### src/rtl/shift_reg_univ.sv
// shift_reg_univ: universal shift register with serial/parallel load,
// direction-aware shift counting and a full-word pulse.
// Define SHIFT_REG_ROTATE_EN to build in the rotate modes (100/101);
// without it those encodings hold like 000.
module shift_reg_univ #(
  parameter int WIDTH = 8,
  localparam int CW = $clog2(WIDTH)
) (
  input  logic             clk_50M,
  input  logic             reset,
  input  logic             en,
  input  logic [2:0]       mode,
  input  logic             ser_in,
  input  logic [WIDTH-1:0] par_in,
  output logic [WIDTH-1:0] out,
  output logic             ser_out,
  output logic             word_valid,
  output logic [CW-1:0]    shift_cnt
);

  typedef enum logic [2:0] {
    MODE_HOLD  = 3'b000,
    MODE_SHL   = 3'b001,
    MODE_SHR   = 3'b010,
    MODE_LOAD  = 3'b011,
    MODE_ROL   = 3'b100,
    MODE_ROR   = 3'b101
  } mode_t;

  typedef enum logic {
    DIR_LEFT  = 1'b0,
    DIR_RIGHT = 1'b1
  } dir_t;

  dir_t          last_dir;
  dir_t          req_dir;
  logic          same_dir;
  logic          cnt_wrap;
  logic [CW-1:0] shift_cnt_next;
  logic          word_done;

  // Work out the count/pulse outcome a shift would have this cycle.
  always_comb begin
    req_dir        = (mode == MODE_SHR) ? DIR_RIGHT : DIR_LEFT;
    same_dir       = (req_dir == last_dir);
    cnt_wrap       = (shift_cnt == CW'(WIDTH - 1));
    shift_cnt_next = CW'(1);
    word_done      = 1'b0;
    if (same_dir) begin
      shift_cnt_next = cnt_wrap ? '0 : shift_cnt + CW'(1);
      word_done      = cnt_wrap;
    end
  end

  // Register update: synchronous reset first, then the selected operation.
  always_ff @(posedge clk_50M) begin
    if (!reset) begin
      out        <= '0;
      ser_out    <= 1'b0;
      word_valid <= 1'b0;
      shift_cnt  <= '0;
      last_dir   <= DIR_LEFT;
    end else begin
      // NOTE: non-blocking assignments throughout, so every branch reads the
      // pre-edge out/shift_cnt; a default here makes word_valid a 1-cycle pulse.
      word_valid <= 1'b0;
      if (en) begin
        case (mode)
          MODE_SHL: begin
            out        <= {out[WIDTH-2:0], ser_in};
            ser_out    <= out[WIDTH-1];
            shift_cnt  <= shift_cnt_next;
            word_valid <= word_done;
            last_dir   <= DIR_LEFT;
          end
          MODE_SHR: begin
            out        <= {ser_in, out[WIDTH-1:1]};
            ser_out    <= out[0];
            shift_cnt  <= shift_cnt_next;
            word_valid <= word_done;
            last_dir   <= DIR_RIGHT;
          end
          MODE_LOAD: begin
            out       <= par_in;
            shift_cnt <= '0;
          end
`ifdef SHIFT_REG_ROTATE_EN
          MODE_ROL: begin
            out     <= {out[WIDTH-2:0], out[WIDTH-1]};
            ser_out <= out[WIDTH-1];
          end
          MODE_ROR: begin
            out     <= {out[0], out[WIDTH-1:1]};
            ser_out <= out[0];
          end
`endif
          default: ;
        endcase
      end
    end
  end

endmodule

### config.mk
export PLATFORM = sky130hd
export DESIGN_NAME = shift_reg_univ
export DESIGN_NICKNAME = d
export VERILOG_FILES = /design/src/rtl/shift_reg_univ.sv
export SDC_FILE = /design/constraint.sdc
export NUM_CORES = 1
export LEC_CHECK = 0
export ABC_CLOCK_PERIOD_IN_PS = 3000
export BUFFER_PORTS_ARGS = -buffer_cell sky130_fd_sc_hd__buf_2
export CORE_MARGIN = 5
export CORE_UTILIZATION = 50
export DETAILED_ROUTE_END_ITERATION = 6
export GPL_TIMING_DRIVEN = 0
export HOLD_SLACK_MARGIN = 0.05
export PLACE_DENSITY_LB_ADDON = 0.05
export REMOVE_ABC_BUFFERS = 1
export SETUP_SLACK_MARGIN = 0.15
export SLEW_MARGIN = 20
export SYNTH_ARGS = -nofsm -noshare
export SYNTH_HDL_FRONTEND = slang
export SYNTH_SLANG_ARGS = --single-unit
### constraint.sdc
create_clock -name clk_50M -period 3 [get_ports clk_50M]
set_input_delay 0.15 -clock clk_50M [delete_from_list [all_inputs] [get_ports clk_50M]]
set_output_delay 0.15 -clock clk_50M [all_outputs]
set_load 0.01 [all_outputs]
# Word-level counts from Yosys, hierarchy flattened
# Cells that the tools add are included.
# op_classes
add_sub_neg,1
eq_ne,5
mux,7
reduce_logical,8
# ops
operator,n
$pmux W8 S3,1
$eq A3 B2 Y1 const B,2
$mux W3,2
$pmux W3 S2,1
$reduce_and A2 Y1,3
$pmux W1 S2,2
$reduce_and A4 Y1,1
$reduce_bool A2 Y1,2
$add A3 B1 Y3 const B,1
$eq A3 B1 Y1 const B,1
$eq A3 B3 Y1 const B,1
$reduce_bool A3 Y1,1
$reduce_or A2 Y1,1
$eq A1 B1 Y1,1
$mux W1,1
# word_totals
reg_bits,14
inputBits,15
word_cells,26

# Depth between registers and ports, before layout
# logic_depth
depth_word,5
mapped_depth,7

# Least setup slack after synthesis
# Ideal clock, no wire load.
# synth_timing
path_kind,register -> register
startpoint,register shift_cnt[0]
endpoint,register shift_cnt[0]
setup_time_ns,0.060
arrival_ns,1.220
required_time_ns,2.940
path_slack_ns,1.720
stages_incl_launch_ff,7
path_buffers,0
cell_sequence,dfxtp_1 ha_1 ha_1 nor2_1 nor2_1 o211ai_1 o2111a_1
# synth_between
elab_chain_len,4
elab_cells_between_ends,5
# synth_rtl
item,line_no,rtl
start: declaration,18,output logic [CW-1:0] shift_cnt
start signal: assignment,72,shift_cnt <= shift_cnt_next;
start signal: assignment,79,shift_cnt <= shift_cnt_next;
$eq A3 B3 Y1,46,cnt_wrap = (shift_cnt == CW'(WIDTH - 1));
via cnt_wrap,38,logic cnt_wrap;
$mux W3,50,shift_cnt_next = cnt_wrap ? '0 : shift_cnt + CW'(1);
$mux W3,49,if (same_dir) begin
$pmux W3 S2,68,case (mode)
# The timed path passes the listed nets, and every way through them passes these cells.
# A chain may end at the register's enable or synchronous reset.

# Worst setup path after layout
# Ends and elaborated chain as after synthesis.

==> impl_results.md <==
* Top-area cell type share of the netlist area at 0.324
* Synth warnings at 0
* Worst Tran Pin Value at 0.452 ns
* Fillers at 161
* Sw Ratio at 0.274
* Top Family by Delay on Critical Path: adder cells
* CP max-delay cell: dfxtp_1
* Post-synthesis simple-gate area fraction at 0.208
* Worst EP arrival at 1.57 ns
* Register Area at 280 um^2
* Fin util at 0.594
* Fraction of synthesized cell area in xor and xnor cells at 0
* Vias per cell at 5.45
* DRC viols at 0
* Max-slew headroom at 0.698
* Most instantiated library cell after synthesis: nand2_1
* I/O pins at 28
* Sequential fraction of the synthesis area at 0.324
* Met3 wire len at 119 um
* Average routed wire per standard cell at 13.4 um
* Req. time, crit path at 3.23 ns
* Post-route non-filler standard cell count at 133
* Highest Signal Layer: met4
* DPL Wire Length at 1.32 mm
* Num CTS Buffers at 3
* # rows at 15
* P per Cell Area at 405 nW/um^2
* Most frequent cells after synthesis: nand2_1 (15), dfxtp_1 (14), mux2i_1 (9), a21oi_1 (8), o211ai_2 (8)
* Min-delay worst type: input pin to flip-flop
* M1 wire length at 805 um
* CTS max path bufs at 2
* Final net count at 134
* Comb power frac at 0.172
* Share of layout cells above drive strength 1 at 0.422
* P&R area growth vs syn at 16.1%
* Dominant synthesized flop cell: dfxtp_1
* Die Y at 51.6 um
* CP Cell Sequence: ha_1 -> ha_1 -> nor2_1 -> nor2_1 -> o211ai_1 -> o2111a_1
* RSZ-0062 raised after global routing: no
* CTS root buffer: clkbuf_4
* Minimum clock period at 1.34 ns
* Main combinational cell family by area after synthesis: compound AO/OA/AOI/OAI gates
* First-pass DRT Iterations at 4
* Area of the core at 1690 um^2
* Sequential Power Share at 0.486
* Crit path capture type: flip-flop
* Initial DRC count at 3
* Final setup fails at 0
* Post-CTS Setup Inserts at 0
* Initial Util at 0.512
* IO buf count at 27
* Total negative slack at 0 ns
* Syn_area_per_cell at 9.71 um^2
* Leak Pwr at 0.444 nW
* Final count of pins violating max slew at 0
* Max_cap viols at 0
* Hold-fix buffers at CTS at 0
* Ant. Diodes at 0
* Final hold slack at 0.148 ns
* RePlAce Congestion at 0.717
* Worst IR Drop VDD at 0.240 mV
* Post-cts sizing count at 0
* Fmax at 745 MHz
* Antenna Nets Post-Route at 0
* Status: completed
* Slowest stage delay, CP at 0.34 ns
* CTS Sinks at 14
* Clk pwr share at 0.342
* Final Hold Vio Count at 0
* Bufs and invs on worst path at 0
* Setup Skew at 0.000887 ns
* Largest net degree at the start of global routing at 17
* TritonCTS clock tree: built
* Initial antenna violation count at 0
* Latest clock arrival within the worst-skew pair at 0.28 ns
* Placed cell count at 129
* Async S/R FF share, synth at 0
* Via count at 725
* Wire length on met2 at 843 um
* Mapped Area at 865 um^2
* Total power at 0.406 mW
* CP Max Fanout at 4
* Final WL at 1.79 mm
* Synth Area in Adders at 0.0289
* Post-synthesis mux area share at 0.104
* Unique masters post-synth at 29
* Chip width at 51.6 um
* Sw power at 0.111 mW
* Startpoint Class: flip-flop
* Post-synth EDFFs at 0
* CTS clk-pin slew, worst paths at 0.09 ns
* DIE AREA at 2660 um^2
* Top cells by area, synth: dfxtp_1 (32%), o211ai_2 (12%), mux2i_1 (10%)
* H-tree levels at 1
* Final Cycle Share at 0.448
* Vias in the first global route at 707
* Type of the worst setup path: flip-flop to flip-flop
* Internal power at 0.295 mW
* Overflow after GRT at 0
* Compound-cell area share of the yosys netlist at 0.268
* Synth Instances at 89
* Register bit total from synthesis at 14
* Footprint of the multi-input gates at 527 um^2
* Global-route wire length before repair at 3.04 mm
* Yosys top cell by area: dfxtp_1
* GRT Util Overall at 0.156
## power by group through the flow
| stage | Combinational [mW] | Clock [mW] | Sequential (mW) |
|---|---|---|---|
| floorplan | 0.0411 | 0 | 0.203 |
| global placement | 0.0695 | 0 | 0.202 |
| detailed placement | 0.0709 | 0 | 0.202 |
| CTS | 0.0711 | 0.144 | 0.198 |
| global route | 0.0782 | 0.152 | 0.199 |
| finish | 0.0698 | 0.139 | 0.198 |
## through the flow
stage / area [um^2] / setup slack, ns
global placement: 967 / 1.68
global route: 1000 / 1.54
finish: 1000 / 1.66
detailed placement: 967 / 1.66
floorplan: 811 / 1.72
CTS: 1000 / 1.64
## kinds of logic (layout without fill, tap and decap cells)
logic type               after synthesis  in the layout
AO/OA/AOI/OAI                         27             27
adder cells (fa/ha/maj)                2              2
buffers and inverters                  5             32
flip-flops                            14             14
multiplexers                           9              9
AND/OR/NAND/NOR                       32             32
## area by class of cell
type,instances,area share
multi-input cells,70,0.525
flip-flops and latches,14,0.279
repair buffers,27,0.135
clock buffers,4,0.0362
well taps,17,0.0212
inverters,1,0.00374
## routing by layer
metal  track usage  vias up
met5             0        -
met4        0.0786        0
met3        0.0458        2
met2         0.267       18
met1         0.173      331
li1              -      374
## path summary, 6_finish.rpt
| check | start | to | slack [ns] | depth (start not counted) |
|---|---|---|---|---|
| min reg2reg | out[1]$_SDFFE_PN0P_ | out[1]$_SDFFE_PN0P_ | 0.51 | 2 |
| min | reset | shift_cnt[0]$_SDFFE_PN0P_ | 0.15 | 2 |
| max reg2reg | shift_cnt[0]$_SDFFE_PN0P_ | shift_cnt[0]$_SDFFE_PN0P_ | 1.66 | 6 |
| max | shift_cnt[0]$_SDFFE_PN0P_ | shift_cnt[0]$_SDFFE_PN0P_ | 1.66 | 6 |
## flip-flops by register name, indices dropped and copies added (netlist names)
name	cells
out	8
shift_cnt	3
last_dir	1
ser_out	1
word_valid	1
## cells in the final DEF (no fill, tap or decap), types with 2 or more instances in the layout
cell type,netlist,layout
mux2i_1,9,9
dfxtp_1,14,14
ha_1,2,2
a32o_1,2,2
o211ai_2,8,8
a21oi_1,8,8
nand2_2,2,2
buf_2,0,27
a21oi_2,2,2
nor2_1,5,5
nand2b_1,2,2
nand2_1,15,15
clkbuf_4,0,3
(Power assumes the default switching activity.)
